--- config.mk ---
export PLATFORM = sky130hd
export DESIGN_NAME = icap_config_reader
export DESIGN_NICKNAME = d
export VERILOG_FILES = /design/src/rtl/icap_pkg.sv /design/src/rtl/icap_word_rom.sv /design/src/rtl/icap_config_reader.sv
export SDC_FILE = /design/constraint.sdc
export NUM_CORES = 1
export LEC_CHECK = 0
export ABC_CLOCK_PERIOD_IN_PS = 4600
export CORE_AREA = 2 2 65 67
export DETAILED_ROUTE_END_ITERATION = 8
export DIE_AREA = 0 0 67 69
export PLACE_DENSITY = 0.83
export REMOVE_ABC_BUFFERS = 1
export SLEW_MARGIN = 10
export SYNTH_ARGS = -nofsm -noshare
export SYNTH_HDL_FRONTEND = slang
export SYNTH_SLANG_ARGS = --single-unit
--- constraint.sdc ---
create_clock -name clk_icap -period 4.6 [get_ports clk_icap]
set_input_delay 0.92 -clock clk_icap [delete_from_list [all_inputs] [get_ports clk_icap]]
set_output_delay 0.92 -clock clk_icap [all_outputs]
set_load 0.01 [all_outputs]
--- src/rtl/icap_pkg.sv ---
// Shared ICAP definitions for the Spartan-6 configuration reader and the
// multiboot writer. Holds the command-word constants, the reader state
// encoding, the command-ROM phase selector and the byte-wise bit reversal
// used on the ICAP data pins.
package icap_pkg;

  localparam logic [15:0] ICAP_DUMMY       = 16'hFFFF;
  localparam logic [15:0] ICAP_SYNC0       = 16'hAA99;
  localparam logic [15:0] ICAP_SYNC1       = 16'h5566;
  localparam logic [15:0] ICAP_NOOP        = 16'h2000;
  localparam logic [15:0] ICAP_CMD_WR_HDR  = 16'h30A1;  // type-1 write to CMD, 1 word
  localparam logic [15:0] ICAP_CMD_DESYNC  = 16'h000D;
  localparam logic [15:0] ICAP_RD_HDR_BASE = 16'h2801;  // type-1 read, word count 1

  typedef enum logic [2:0] {
    IDLE,
    WR_SEQ,
    TURN_RD,
    READ_WAIT,
    TURN_WR,
    DESYNC_SEQ,
    DONE
  } icap_state_e;

  typedef enum logic {
    PH_RD_CMD,
    PH_DESYNC
  } rom_phase_e;

  // ICAP_SPARTAN6 expects bit 0 of every byte on the MSB of that byte.
  function automatic logic [15:0] bitswap16(input logic [15:0] w);
    logic [15:0] r;
    for (int b = 0; b < 2; b++) begin
      for (int i = 0; i < 8; i++) begin
        r[8*b + i] = w[8*b + 7 - i];
      end
    end
    return r;
  endfunction

endpackage

--- src/rtl/icap_word_rom.sv ---
// Command-word ROM for the ICAP reader.
// Ports:
//   phase - PH_RD_CMD selects the sync + read-header sequence,
//           PH_DESYNC selects the trailing desync sequence
//   idx   - word index within the selected sequence
//   addr  - configuration register address merged into the read header
//   word  - unswapped command word for that slot
module icap_word_rom
  import icap_pkg::*;
(
  input  rom_phase_e  phase,
  input  logic [2:0]  idx,
  input  logic [5:0]  addr,
  output logic [15:0] word
);

  always_comb begin
    word = ICAP_NOOP;
    if (phase == PH_RD_CMD) begin
      case (idx)
        3'd0:    word = ICAP_DUMMY;
        3'd1:    word = ICAP_SYNC0;
        3'd2:    word = ICAP_SYNC1;
        3'd3:    word = ICAP_NOOP;
        3'd4:    word = ICAP_RD_HDR_BASE | {5'b0, addr, 5'b0};
        default: word = ICAP_NOOP;
      endcase
    end else begin
      case (idx)
        3'd0:    word = ICAP_CMD_WR_HDR;
        3'd1:    word = ICAP_CMD_DESYNC;
        default: word = ICAP_NOOP;
      endcase
    end
  end

endmodule

--- src/rtl/icap_config_reader.sv ---
// Reads one Spartan-6 configuration register back through raw ICAP pins:
// sync, read header, NOOPs, bus turnaround, one captured word, turnaround,
// desync. A thin wrapper connects the icap_* pins to ICAP_SPARTAN6.
// Ports:
//   clk_icap  - ICAP clock (<= 20 MHz), the only clock
//   resetn    - synchronous active-low reset
//   req       - start pulse, honoured only while ready=1
//   reg_addr  - 6-bit register address, latched on an accepted req
//   ready     - idle / able to accept req
//   rd_valid  - one-cycle pulse, rd_data valid
//   rd_data   - captured register word, held until the next capture
//   timeout   - asserted with rd_valid when busy never dropped (rd_data=0)
//   icap_ce_n, icap_wr_n, icap_din, icap_dout, icap_busy - raw ICAP pins
module icap_config_reader
  import icap_pkg::*;
#(
  parameter bit          BIT_SWAP       = 1'b1,
  parameter int unsigned TIMEOUT_CYCLES = 64
) (
  input  logic        clk_icap,
  input  logic        resetn,
  input  logic        req,
  input  logic [5:0]  reg_addr,
  output logic        ready,
  output logic        rd_valid,
  output logic [15:0] rd_data,
  output logic        timeout,
  output logic        icap_ce_n,
  output logic        icap_wr_n,
  output logic [15:0] icap_din,
  input  logic [15:0] icap_dout,
  input  logic        icap_busy
);

  localparam logic [7:0] WAIT_LAST = 8'(TIMEOUT_CYCLES - 1);

  icap_state_e state, state_nxt;
  logic [2:0]  idx, idx_nxt;
  logic [7:0]  wait_cnt, wait_nxt;
  logic [5:0]  addr_q;
  logic        abort_q;
  logic [15:0] rd_data_q;
  logic        accept, capture, abort_set;
  rom_phase_e  phase;
  logic [15:0] rom_word;

  assign ready    = (state == IDLE) || (state == DONE);
  assign accept   = ready && req;
  assign rd_valid = (state == DONE);
  assign timeout  = (state == DONE) && abort_q;
  assign rd_data  = rd_data_q;

  always_comb begin
    state_nxt = state;
    idx_nxt   = idx;
    wait_nxt  = wait_cnt;
    capture   = 1'b0;
    abort_set = 1'b0;
    case (state)
      IDLE: begin
        if (req) begin
          state_nxt = WR_SEQ;
          idx_nxt   = 3'd0;
        end
      end
      WR_SEQ: begin
        if (idx == 3'd6) begin
          state_nxt = TURN_RD;
          idx_nxt   = 3'd0;
        end else begin
          idx_nxt = idx + 3'd1;
        end
      end
      TURN_RD: begin
        if (idx == 3'd1) begin
          state_nxt = READ_WAIT;
          idx_nxt   = 3'd0;
          wait_nxt  = 8'd0;
        end else begin
          idx_nxt = idx + 3'd1;
        end
      end
      READ_WAIT: begin
        wait_nxt = wait_cnt + 8'd1;
        // Cycle 0 of the read window is still in the ICAP output pipeline.
        if ((wait_cnt != 8'd0) && !icap_busy) begin
          capture   = 1'b1;
          state_nxt = TURN_WR;
          idx_nxt   = 3'd0;
        end else if (wait_cnt == WAIT_LAST) begin
          abort_set = 1'b1;
          state_nxt = TURN_WR;
          idx_nxt   = 3'd0;
        end
      end
      TURN_WR: begin
        if (idx == 3'd1) begin
          state_nxt = DESYNC_SEQ;
          idx_nxt   = 3'd0;
        end else begin
          idx_nxt = idx + 3'd1;
        end
      end
      DESYNC_SEQ: begin
        if (idx == 3'd3) begin
          state_nxt = DONE;
          idx_nxt   = 3'd0;
        end else begin
          idx_nxt = idx + 3'd1;
        end
      end
      DONE: begin
        // ready is high here, so a waiting req starts the next read at once.
        state_nxt = req ? WR_SEQ : IDLE;
        idx_nxt   = 3'd0;
      end
      default: state_nxt = IDLE;
    endcase
  end

  always_ff @(posedge clk_icap) begin
    if (!resetn) begin
      state     <= IDLE;
      idx       <= 3'd0;
      wait_cnt  <= 8'd0;
      abort_q   <= 1'b0;
      rd_data_q <= 16'h0000;
    end else begin
      state    <= state_nxt;
      idx      <= idx_nxt;
      wait_cnt <= wait_nxt;
      if (accept) begin
        abort_q <= 1'b0;
      end else if (abort_set) begin
        abort_q <= 1'b1;
      end
      if (capture) begin
        rd_data_q <= BIT_SWAP ? bitswap16(icap_dout) : icap_dout;
      end else if (abort_set) begin
        rd_data_q <= 16'h0000;
      end
    end
  end

  always_ff @(posedge clk_icap) begin
    if (accept) begin
      addr_q <= reg_addr;
    end
  end

  // Pin decode. Each turnaround moves CE first and WRITE one cycle later,
  // so the two never toggle on the same edge.
  always_comb begin
    icap_ce_n = 1'b1;
    icap_wr_n = 1'b0;
    phase     = PH_RD_CMD;
    case (state)
      WR_SEQ:     icap_ce_n = 1'b0;
      TURN_RD:    icap_wr_n = (idx != 3'd0);
      READ_WAIT: begin
        icap_ce_n = 1'b0;
        icap_wr_n = 1'b1;
      end
      TURN_WR:    icap_wr_n = (idx == 3'd0);
      DESYNC_SEQ: begin
        icap_ce_n = 1'b0;
        phase     = PH_DESYNC;
      end
      default: ;
    endcase
  end

  icap_word_rom u_rom (
    .phase (phase),
    .idx   (idx),
    .addr  (addr_q),
    .word  (rom_word)
  );

  assign icap_din = icap_ce_n ? 16'hFFFF :
                    (BIT_SWAP ? bitswap16(rom_word) : rom_word);

endmodule
## Yosys cells after proc, flatten, opt, wreduce, memory -nomap -nowiden

Cells that the tools add are included.

| word-level totals | value |
|---|---|
| output and inout bits | 37 |
| input bits | 26 |
| logic and storage cells | 77 |
| bits in registers | 37 |

| operators by class | value |
|---|---|
| bitwise logic cells | 1 |
| multiplexer cells | 32 |
| add/sub/neg operators | 2 |
| eq/ne operators | 18 |
| reductions and logical operators | 18 |

Operators by type and width:

| cell | number |
|---|---|
| 16-bit 2-to-1 mux | 4 |
| 16-bit case mux with 4 select lines | 1 |
| 3-bit 2-to-1 mux | 13 |
| 14-bit case mux with 2 select lines | 1 |
| 3-bit case mux with 7 select lines | 1 |
| 3-bit case mux with 6 select lines | 1 |
| 8-bit case mux with 2 select lines | 1 |
| 3-bit == test, second input constant | 5 |
| 3-bit by 2-bit == test with 1-bit output, second input constant | 4 |
| 2-bit != test, second input constant | 5 |
| 8-bit by 1-bit adder with 8-bit output, second input constant | 1 |
| 8-bit by 6-bit == test with 1-bit output, second input constant | 1 |
| 1-bit 2-to-1 mux | 8 |
| 8-bit 2-to-1 mux | 1 |
| 8-bit nonzero test | 1 |
| 3-bit by 1-bit == test with 1-bit output, second input constant | 2 |
| 3-bit zero test | 2 |
| 6-bit AND reduction | 1 |
| 6-bit nonzero test | 1 |
| 2-bit nonzero test | 2 |
| 2-bit OR reduction | 2 |
| 3-bit by 1-bit adder with 3-bit output, second input constant | 1 |
| 1-bit logical AND | 3 |
| 3-bit != test, second input constant | 1 |
| 8 further kinds | 8 |

## Depth between registers and ports, before layout

Gate-level depths: netlist (run 1).

| logic depth | value |
|---|---|
| depth after elaboration | 6 |
| depth in mapped cells | 8 |

## Modules after synthesis

A second synthesis (run 1) with hierarchy kept.

| unflattened totals | value |
|---|---|
| cells, all modules | 221 |
| area total of the unflattened synthesis | 2044.5 um2 |

Modules (own cells, without submodules):

| module | times used | cells each | area an instance (um2) |
|---|---|---|---|
| icap_config_reader | 1 | 190 | 1844.3 |
| icap_word_rom | 1 | 31 | 200.2 |

## Worst setup path before layout (run 1)

OpenSTA, ideal clock, no wires.

| timing path | value |
|---|---|
| path type | reg2out |
| from | register idx[1] |
| to | output port icap_din[5] |
| arrival | 1489 ps |
| buffers on the path | 0 |
| data required time | 3680 ps |
| stages on the path, launching flop included | 6 |
| setup slack | 2191 ps |
| cell sequence | dfxtp_1 > inv_1 > ha_1 > a21oi_1 > o31ai_2 > nand2b_1 |

| on the way | value |
|---|---|
| longest elaborated chain between the ends | 4 |

Ends and longest elaborated chain:

| what | RTL line | text |
|---|---|---|
| start, declared | icap_config_reader.sv:38 | `logic [2:0] idx, idx_nxt;` |
| start signal, assigned | icap_config_reader.sv:130 | `idx <= idx_nxt;` |
| 3-bit == test (tied with other cells) | icap_word_rom.sv:20 | `case (idx)` |
| 16-bit case mux with 4 select lines or 14-bit case mux with 2 select lines (tied branches) | icap_word_rom.sv:20, icap_word_rom.sv:29 |  |
| 16-bit 2-to-1 mux (*) | icap_word_rom.sv:19 | `if (phase == PH_RD_CMD) begin` |
| 16-bit 2-to-1 mux (*) | icap_config_reader.sv:180 | `assign icap_din = icap_ce_n ? 16'hFFFF :` |
| end, declared | icap_config_reader.sv:30 | `output logic [15:0] icap_din,` |

Mark *: on every way between the ends. The rest lies on a longest branch, timed or not.

## Worst setup path after layout (run 1)

| timing path | value |
|---|---|
| from | register state[1] |
| to | output port icap_din[11] |

| on the way | value |
|---|---|
| longest elaborated chain between the ends | 4 |

Ends and longest elaborated chain:

| what | RTL line | text |
|---|---|---|
| start, declared | icap_config_reader.sv:37 | `icap_state_e state, state_nxt;` |
| start signal, assigned | icap_config_reader.sv:129 | `state <= state_nxt;` |
| 3-bit == test | icap_config_reader.sv:157 | `case (state)` |
| 1-bit 2-to-1 mux | icap_config_reader.sv:157 |  |
| 16-bit 2-to-1 mux | icap_word_rom.sv:19 |  |
| 16-bit 2-to-1 mux (*) | icap_config_reader.sv:180 |  |

Marks and branches as above.

==> results of run 1 <==
==> power groups by stage <==
| stage | sequential (uW) | combinational, uW | clock [uW] |
|---|---|---|---|
| floorplan | 397 | 215 | 0 |
| finish | 398 | 350 | 213 |
| global route | 403 | 383 | 238 |
| detailed placement | 405 | 351 | 0 |
| CTS | 397 | 353 | 220 |
| global placement | 403 | 346 | 0 |
==> critical path: stages, from the launching register on <==
cell             delay, ps
dfxtp_1                570
nand2b_1               260
nor2_1                 130
o31ai_2                530
a31o_2                 190
clkdlybuf4s50_1        530
==> through the flow <==
stage / instance area [sq um] / setup slack [ps] / utilization [%] / hold slack (ps)
after floorplan: 1800 / 2060 / - / 464
final: 2570 / 1200 / 65.6 / 499
after global routing: 2570 / 1020 / 65.6 / 538
after global placement: 2480 / 1620 / 63.4 / 473
after CTS: 2570 / 1190 / 65.6 / 501
after detailed placement: 2480 / 1500 / 63.4 / 485
==> Yosys cell counts (2+ instances only) <==
cell and n:
a21o_1 4, a21oi_1 13, a22oi_1 17, a2bb2oi_1 2, and2_1 3, and3_1 2, buf_2 3, buf_4 5
clkbuf_1 4, dfxtp_1 31, edfxtp_1 6, ha_1 8, inv_1 7, mux2i_1 3, nand2_1 15, nand2b_1 5
nand3_1 8, nor2_1 35, nor2b_1 2, o211ai_1 4, o21ai_0 9, o22ai_1 2, o31a_1 2, o31ai_1 2
or2_2 2
==> sequential cells by signal, summed over array words and instances, names as in the netlist <==
name,cells
abort_q,1
rd_data,16
idx,3
state,3
addr_q,6
wait_cnt,8
==> layer usage <==
layer  vias to the layer above  share of wire (%)  global-route usage, %
met1                       794                 44                   23.1
met2                        56                 49                   32.0
met3                         4                7.1                   6.36
met4                         0               0.58                   4.31
met5                         -                  0                      0
li1                        874                  -                      -
==> cell usage in the layout, fill, tap and decap left out, types with 2 or more instances in the layout <==
cell             netlist  layout
mux2i_1                3       3
o31ai_1                2       2
nor2b_1                2       2
a21oi_1               13      13
dfxtp_1               31      31
ha_1                   8       8
nand2b_1               5       5
a2bb2oi_1              2       2
edfxtp_1               6       6
and2_1                 3       3
o31a_1                 2       2
a21o_1                 4       4
nor2_1                35      35
nand3_1                8       8
o211ai_1               4       4
o22ai_1                2       2
a22oi_1               17      17
o21ai_0                9       9
clkdlybuf4s50_1        0      62
and3_1                 2       2
clkinv_1               1       2
nand2_1               15      15
or2_2                  2       2
inv_1                  7       7
clkbuf_8               0       5
==> cell families after synthesis <==
family	Yosys count	synth area share [%]
AOI/OAI and AO/OA	62	22.9
DFF	37	42.8
buffers and inverters	22	5.68
muxes	4	2.21
and+or+nand+nor	81	21.1
adders and majority gates	8	5.35
==> layout make-up <==
type	count	area, sq um	share of cell area [%]
sequential	37	801	31.2
clock buffer	5	68.8	2.68
timing repair buffer	62	621	24.2
tap	50	62.6	2.44
multi-input combinational	155	965	37.6
inverter	9	33.8	1.32
clock inverter	3	17.5	0.682
==> path summary, 6_finish.rpt <==
check                                      startpoint                        to  cells past startpoint  slack (ps)
worst min register to register   abort_q$_SDFFE_PP0P_      abort_q$_SDFFE_PP0P_                      2         500
worst min-delay path             abort_q$_SDFFE_PP0P_      abort_q$_SDFFE_PP0P_                      2         500
worst max-delay path            state[1]$_SDFFE_PN0P_              icap_din[11]                      5        1200
worst max register to register  state[1]$_SDFFE_PN0P_  rd_data[11]$_SDFFE_PN0P_                      5        2550
==> results by group, run 1 <==
Route
  – Vias: 1,728
  – TritonRoute pass-1 iters: 5
  – Post-route ant nets: 0
  – DR WL/cell: 12.9 um
  – Iteration-0 DRC Markers: 90
  – Vias/cell: 5.38
  – Total routed wirelength: 4.14 mm
  – DRC: 0

Floorplanning
  – Starting Density: 47.8%
  – Die width: 67 um
  – Row count: 23
  – Die height: 69 um
  – Core area: 3910 sq um
  – IO Pins: 63
  – Die ar.: 4620 sq um

Clock network
  – Post-CTS Resized: 0
  – Num CTS Buffers: 5
  – Post-CTS setup buffers: 0
  – # H-tree levels: 2
  – Clk_lat worst skew: 280 ps
  – Clock tree from TritonCTS: built
  – # hold bufs at CTS: 0
  – CTS clk-pin slew, worst paths: 70 ps
  – CTS Sinks: 37
  – Clock Path Buffers: 2
  – Root buf cell: clkbuf_8

Global route
  – Largest net degree at the start of global routing: 28
  – GRT overflow: 0
  – Gr usage total: 19.0%
  – Global-route wire length before repair: 7.04 mm
  – Vias in the first global route: 1,622
  – Initial antenna violation count: 0

Critical path
  – Worst-path fanout max: 12
  – Worst path required time: 3680 ps
  – Crit. End Element: output pin
  – Worst Setup Start Kind: flop
  – WP data arrival: 2480 ps
  – Crit path kind: flop to output pin

Timing
  – Final Cycle Share: 74.0%
  – Max Clock Freq: 294 MHz
  – Worst Tran Pin Value: 741 ps
  – Final period demand of the worst path: 3400 ps
  – TNS Setup: 0 ps
  – Final Hold Fails: 0
  – Final setup fails: 0
  – Clock Skew: 2.19 ps
  – Slew headroom: 50.6%
  – Setup repair after global routing missed its margin: no
  – Slew Viols, Final: 0

Yosys
  – Ys async rst share: 0%
  – Synthesized area: 1870 sq um
  – Synth top area cells: dfxtp_1 33%, edfxtp_1 9.6%, nor2_1 7.0%
  – Post-Syn Instances: 214
  – Yosys warns: 0
  – Register area share after synthesis: 42.8%
  – Post-synth top flop: dfxtp_1
  – Area share of the largest cell type after synthesis: 33.2%
  – EDFF count, synth: 6
  – Mean Syn Cell Area: 8.75 sq um
  – #FFs+latches synth: 37
  – Cell taking the most area after synthesis: dfxtp_1
  – Post-synth cell types: 45

Place
  – Routability cong.: 0.794
  – Placed insts: 313
  – IO buf count: 62
  – Dpl hpwl: 3.09 mm

Layout
  – Fin nets: 304
  – Fill cells: 352
  – Post-route insts no fill: 321
  – P&R area growth vs syn: 37.2%
  – Share of cells above drive strength 1: 6.64%
  – ANT cells: 0

Power
  – Max VDD drop: 0.000187 V
  – Total chip power: 961 uW
  – Internal Power: 640 uW
  – Leak pwr: 0.000934 uW
  – Share of total power in sequential cells: 41.4%
  – Pwr per Cell Area: 374 nW/um^2
  – Switching Fraction: 33.4%
  – Sw Pwr: 321 uW
  – Clock power frac: 22.2%
  – Logic pwr share: 36.5%

Run
  – Max_cap viols: 0

Status
  – Outcome: finished clean

Hold path
  – Min-delay worst type: flop to flop
No activity file was read; power rests on OpenSTA's default activity.
==> run 2: changes to the inputs <==
--- a/config.mk
+++ b/config.mk
@@ -5,11 +5,11 @@
 export SDC_FILE = /design/constraint.sdc
 export NUM_CORES = 1
 export LEC_CHECK = 0
-export ABC_CLOCK_PERIOD_IN_PS = 4600
-export CORE_AREA = 2 2 65 67
+export ABC_CLOCK_PERIOD_IN_PS = 3100
+export CORE_AREA = 2 2 71 73
 export DETAILED_ROUTE_END_ITERATION = 8
-export DIE_AREA = 0 0 67 69
-export PLACE_DENSITY = 0.83
+export DIE_AREA = 0 0 73 75
+export PLACE_DENSITY = 0.74
 export REMOVE_ABC_BUFFERS = 1
 export SLEW_MARGIN = 10
 export SYNTH_ARGS = -nofsm -noshare
==> constraint.sdc (replaced) <==
create_clock -name clk_icap -period 3.1 [get_ports clk_icap]
set_input_delay 0.62 -clock clk_icap [delete_from_list [all_inputs] [get_ports clk_icap]]
set_output_delay 0.62 -clock clk_icap [all_outputs]
set_load 0.01 [all_outputs]
==> results by group, run 2 (synthesized netlist as in run 1, its figures left out) <==
Floorplanning
  – IO Pins: 63 (unchanged)
  – Die ar.: 5480 sq um (+18%)
  – Die width: 73 um (+9.0%)
  – Die height: 75 um (+8.7%)
  – Row count: 25 (+8.7%)
  – Starting Density: 40.2% (-7.7 points)
  – Core area: 4660 sq um (+19%)

Clock network
  – Clk_lat worst skew: 280 ps (about the same)
  – Num CTS Buffers: 5 (unchanged)
  – Post-CTS setup buffers: 0 (unchanged)
  – # hold bufs at CTS: 0 (unchanged)
  – Root buf cell: clkbuf_8
  – CTS clk-pin slew, worst paths: 70 ps (about the same)
  – Clock Path Buffers: 2 (unchanged)
  – Clock tree from TritonCTS: built
  – # H-tree levels: 2 (unchanged)
  – CTS Sinks: 37 (unchanged)
  – Post-CTS Resized: 0 (unchanged)

Critical path
  – Worst Setup Start Kind: flop
  – End of the worst register-to-register path: wait_cnt[0]$_SDFFE_PN0P_
  – Crit. End Element: output pin
  – WP data arrival: 2320 ps (-160 ps)
  – Worst path required time: 2480 ps (-1200 ps)
  – Crit path from: idx[1]$_SDFFE_PN0P_
  – R2R depth: 6 (+1)
  – Worst-path fanout max: 8 (-4)
  – Worst setup path end: icap_din[11]
  – Worst R2R Start: idx[1]$_SDFFE_PN0P_
  – R2R Setup Slk: 1140 ps (-1410 ps)
  – Crit path kind: flop to output pin

Global route
  – Initial antenna violation count: 0 (unchanged)
  – Vias in the first global route: 1,653 (+1.9%)
  – GRT overflow: 0 (unchanged)
  – Gr usage total: 16.9% (-2.1 points)
  – Largest net degree at the start of global routing: 20 (-29%)
  – Global-route wire length before repair: 7.18 mm (+2.0%)

Timing
  – Final Hold Fails: 0 (unchanged)
  – Clock Skew: 8.59 ps (+6.40 ps)
  – Setup repair after global routing missed its margin: no
  – Final period demand of the worst path: 2940 ps
  – Slew Viols, Final: 0 (unchanged)
  – Worst Tran Pin Value: 686 ps (-54.7 ps)
  – TNS Setup: 0 ps (unchanged)
  – Final setup fails: 0 (unchanged)
  – Hold Slack: 503 ps (+4.43 ps)
  – Final Cycle Share: 94.7%
  – Slew headroom: 53.8% (+3.2 points)
  – Max Clock Freq: 341 MHz

Place
  – IO buf count: 62 (unchanged)
  – Routability cong.: 0.838 (+5.5%)
  – Dpl hpwl: 3.24 mm (+5.1%)
  – Post-DP Area: 2510 sq um (+1.1%)

Route
  – Vias: 1,736 (+0.46%)
  – DRC: 0 (unchanged)
  – Iteration-0 DRC Markers: 72 (-20%)
  – Post-route ant nets: 0 (unchanged)
  – DR WL/cell: 13.5 um (+5.0%)
  – TritonRoute pass-1 iters: 4 (-1)
  – Total routed wirelength: 4.44 mm (+7.3%)
  – Vias/cell: 5.29 (-1.7%)

Layout
  – Multi-input gate area: 973 sq um (+0.91%)
  – Fill cells: 424 (+20%)
  – ANT cells: 0 (unchanged)
  – Share of cells above drive strength 1: 7.66% (+1.0 points)
  – Commonest non-fill, non-tap cells in the layout: 62 x clkdlybuf4s50_1, 35 x nor2_1, 31 x dfxtp_1
  – Design Area, Final: 2630 sq um (+2.2%)
  – Max reg flops: 16 (unchanged)
  – Fin nets: 307 (+0.99%)
  – P&R area growth vs syn: 40.3%
  – Commonest non-fill, non-tap cell in the layout: clkdlybuf4s50_1
  – Reg area: 801 sq um (unchanged)

Status
  – Outcome: finished clean

Power
  – Max VDD drop: 0.000239 V (+28%)
  – Pwr per Cell Area: 585 nW/um^2 (+56%)
  – Leak pwr: 0.000960 uW (+2.8%)

Hold path
  – Min-delay worst type: flop to flop

Run
  – Max_cap viols: 0 (unchanged)
[run 2: cell count changes in the layout (fill, tap and decap cells not counted)]
cell / before / now
buf_4: 0 / 3
bufinv_16: 0 / 1
clkbuf_1: 0 / 1
clkinv_1: 2 / 1
clkinv_4: 1 / 0
o31ai_2: 1 / 0
o31ai_4: 0 / 1
[run 2: through the flow]
step | power (uW) | setup slack [ps] | instances | utilization (%)
2_1_floorplan | 908 | 862 | 201 | -
3_3_place_gp | 1130 | 444 | 320 | 53.9
3_5_place_dp | 1140 | 373 | 320 | 53.9
4_1_cts | 1540 | 41.9 | 328 | 56.2
5_1_grt | 1630 | 1.19 | 328 | 56.3
6_report | 1540 | 165 | 328 | 56.3
[run 2: area by class of cell]
type	instances	share of cell area, %
Multi-Input combinational cell	155	37.1
Sequential cell	37	30.5
Timing Repair Buffer	65	24.5
Clock buffer	6	2.76
Tap cell	54	2.57
Clock inverter	2	1.33
Inverter	9	1.29
[run 2: critical path, cell delays in order (launching register included)]
cell and delay (ps):
dfxtp_1 470, inv_1 120, ha_1 290, a21oi_1 310, o31ai_4 130, a31o_2 250
clkdlybuf4s50_1 470
[run 2: worst min-delay path by stage]
stage                                     endpoint  slack, ps  cells after the start                     start
final                         abort_q$_SDFFE_PP0P_        500                      2      abort_q$_SDFFE_PP0P_
after global routing       rd_data[8]$_SDFFE_PN0P_        540                      2   rd_data[8]$_SDFFE_PN0P_
after CTS                 wait_cnt[4]$_SDFFE_PN0P_        510                      1  wait_cnt[4]$_SDFFE_PN0P_
after detailed placement  wait_cnt[4]$_SDFFE_PN0P_        500                      1  wait_cnt[4]$_SDFFE_PN0P_
after global placement        abort_q$_SDFFE_PP0P_        480                      2      abort_q$_SDFFE_PP0P_
after floorplan               abort_q$_SDFFE_PP0P_        460                      2      abort_q$_SDFFE_PP0P_
[run 2: metal layers]
metal | up-vias | track usage [%] | share of wire (%)
li1 | 880 | - | -
met1 | 807 | 20.4 | 43
met2 | 47 | 28.9 | 50
met3 | 2 | 4.15 | 5.5
met4 | 0 | 6.58 | 0.86
met5 | - | 0 | 0
[run 2: power breakdown]
group          internal, uW  switching (uW)  leakage, uW
Combinational           275             297     0.000598
Sequential              535            28.1     0.000307
Clock                   239             162    0.0000552
==> run 3: changes to the inputs <==
--- a/config.mk
+++ b/config.mk
@@ -11,7 +11,7 @@
 export DIE_AREA = 0 0 73 75
 export PLACE_DENSITY = 0.74
 export REMOVE_ABC_BUFFERS = 1
-export SLEW_MARGIN = 10
+export SLEW_MARGIN = 0
 export SYNTH_ARGS = -nofsm -noshare
 export SYNTH_HDL_FRONTEND = slang
 export SYNTH_SLANG_ARGS = --single-unit
==> results of run 3 <==
Final layout, timing and power as in run 2 (identical DEF).
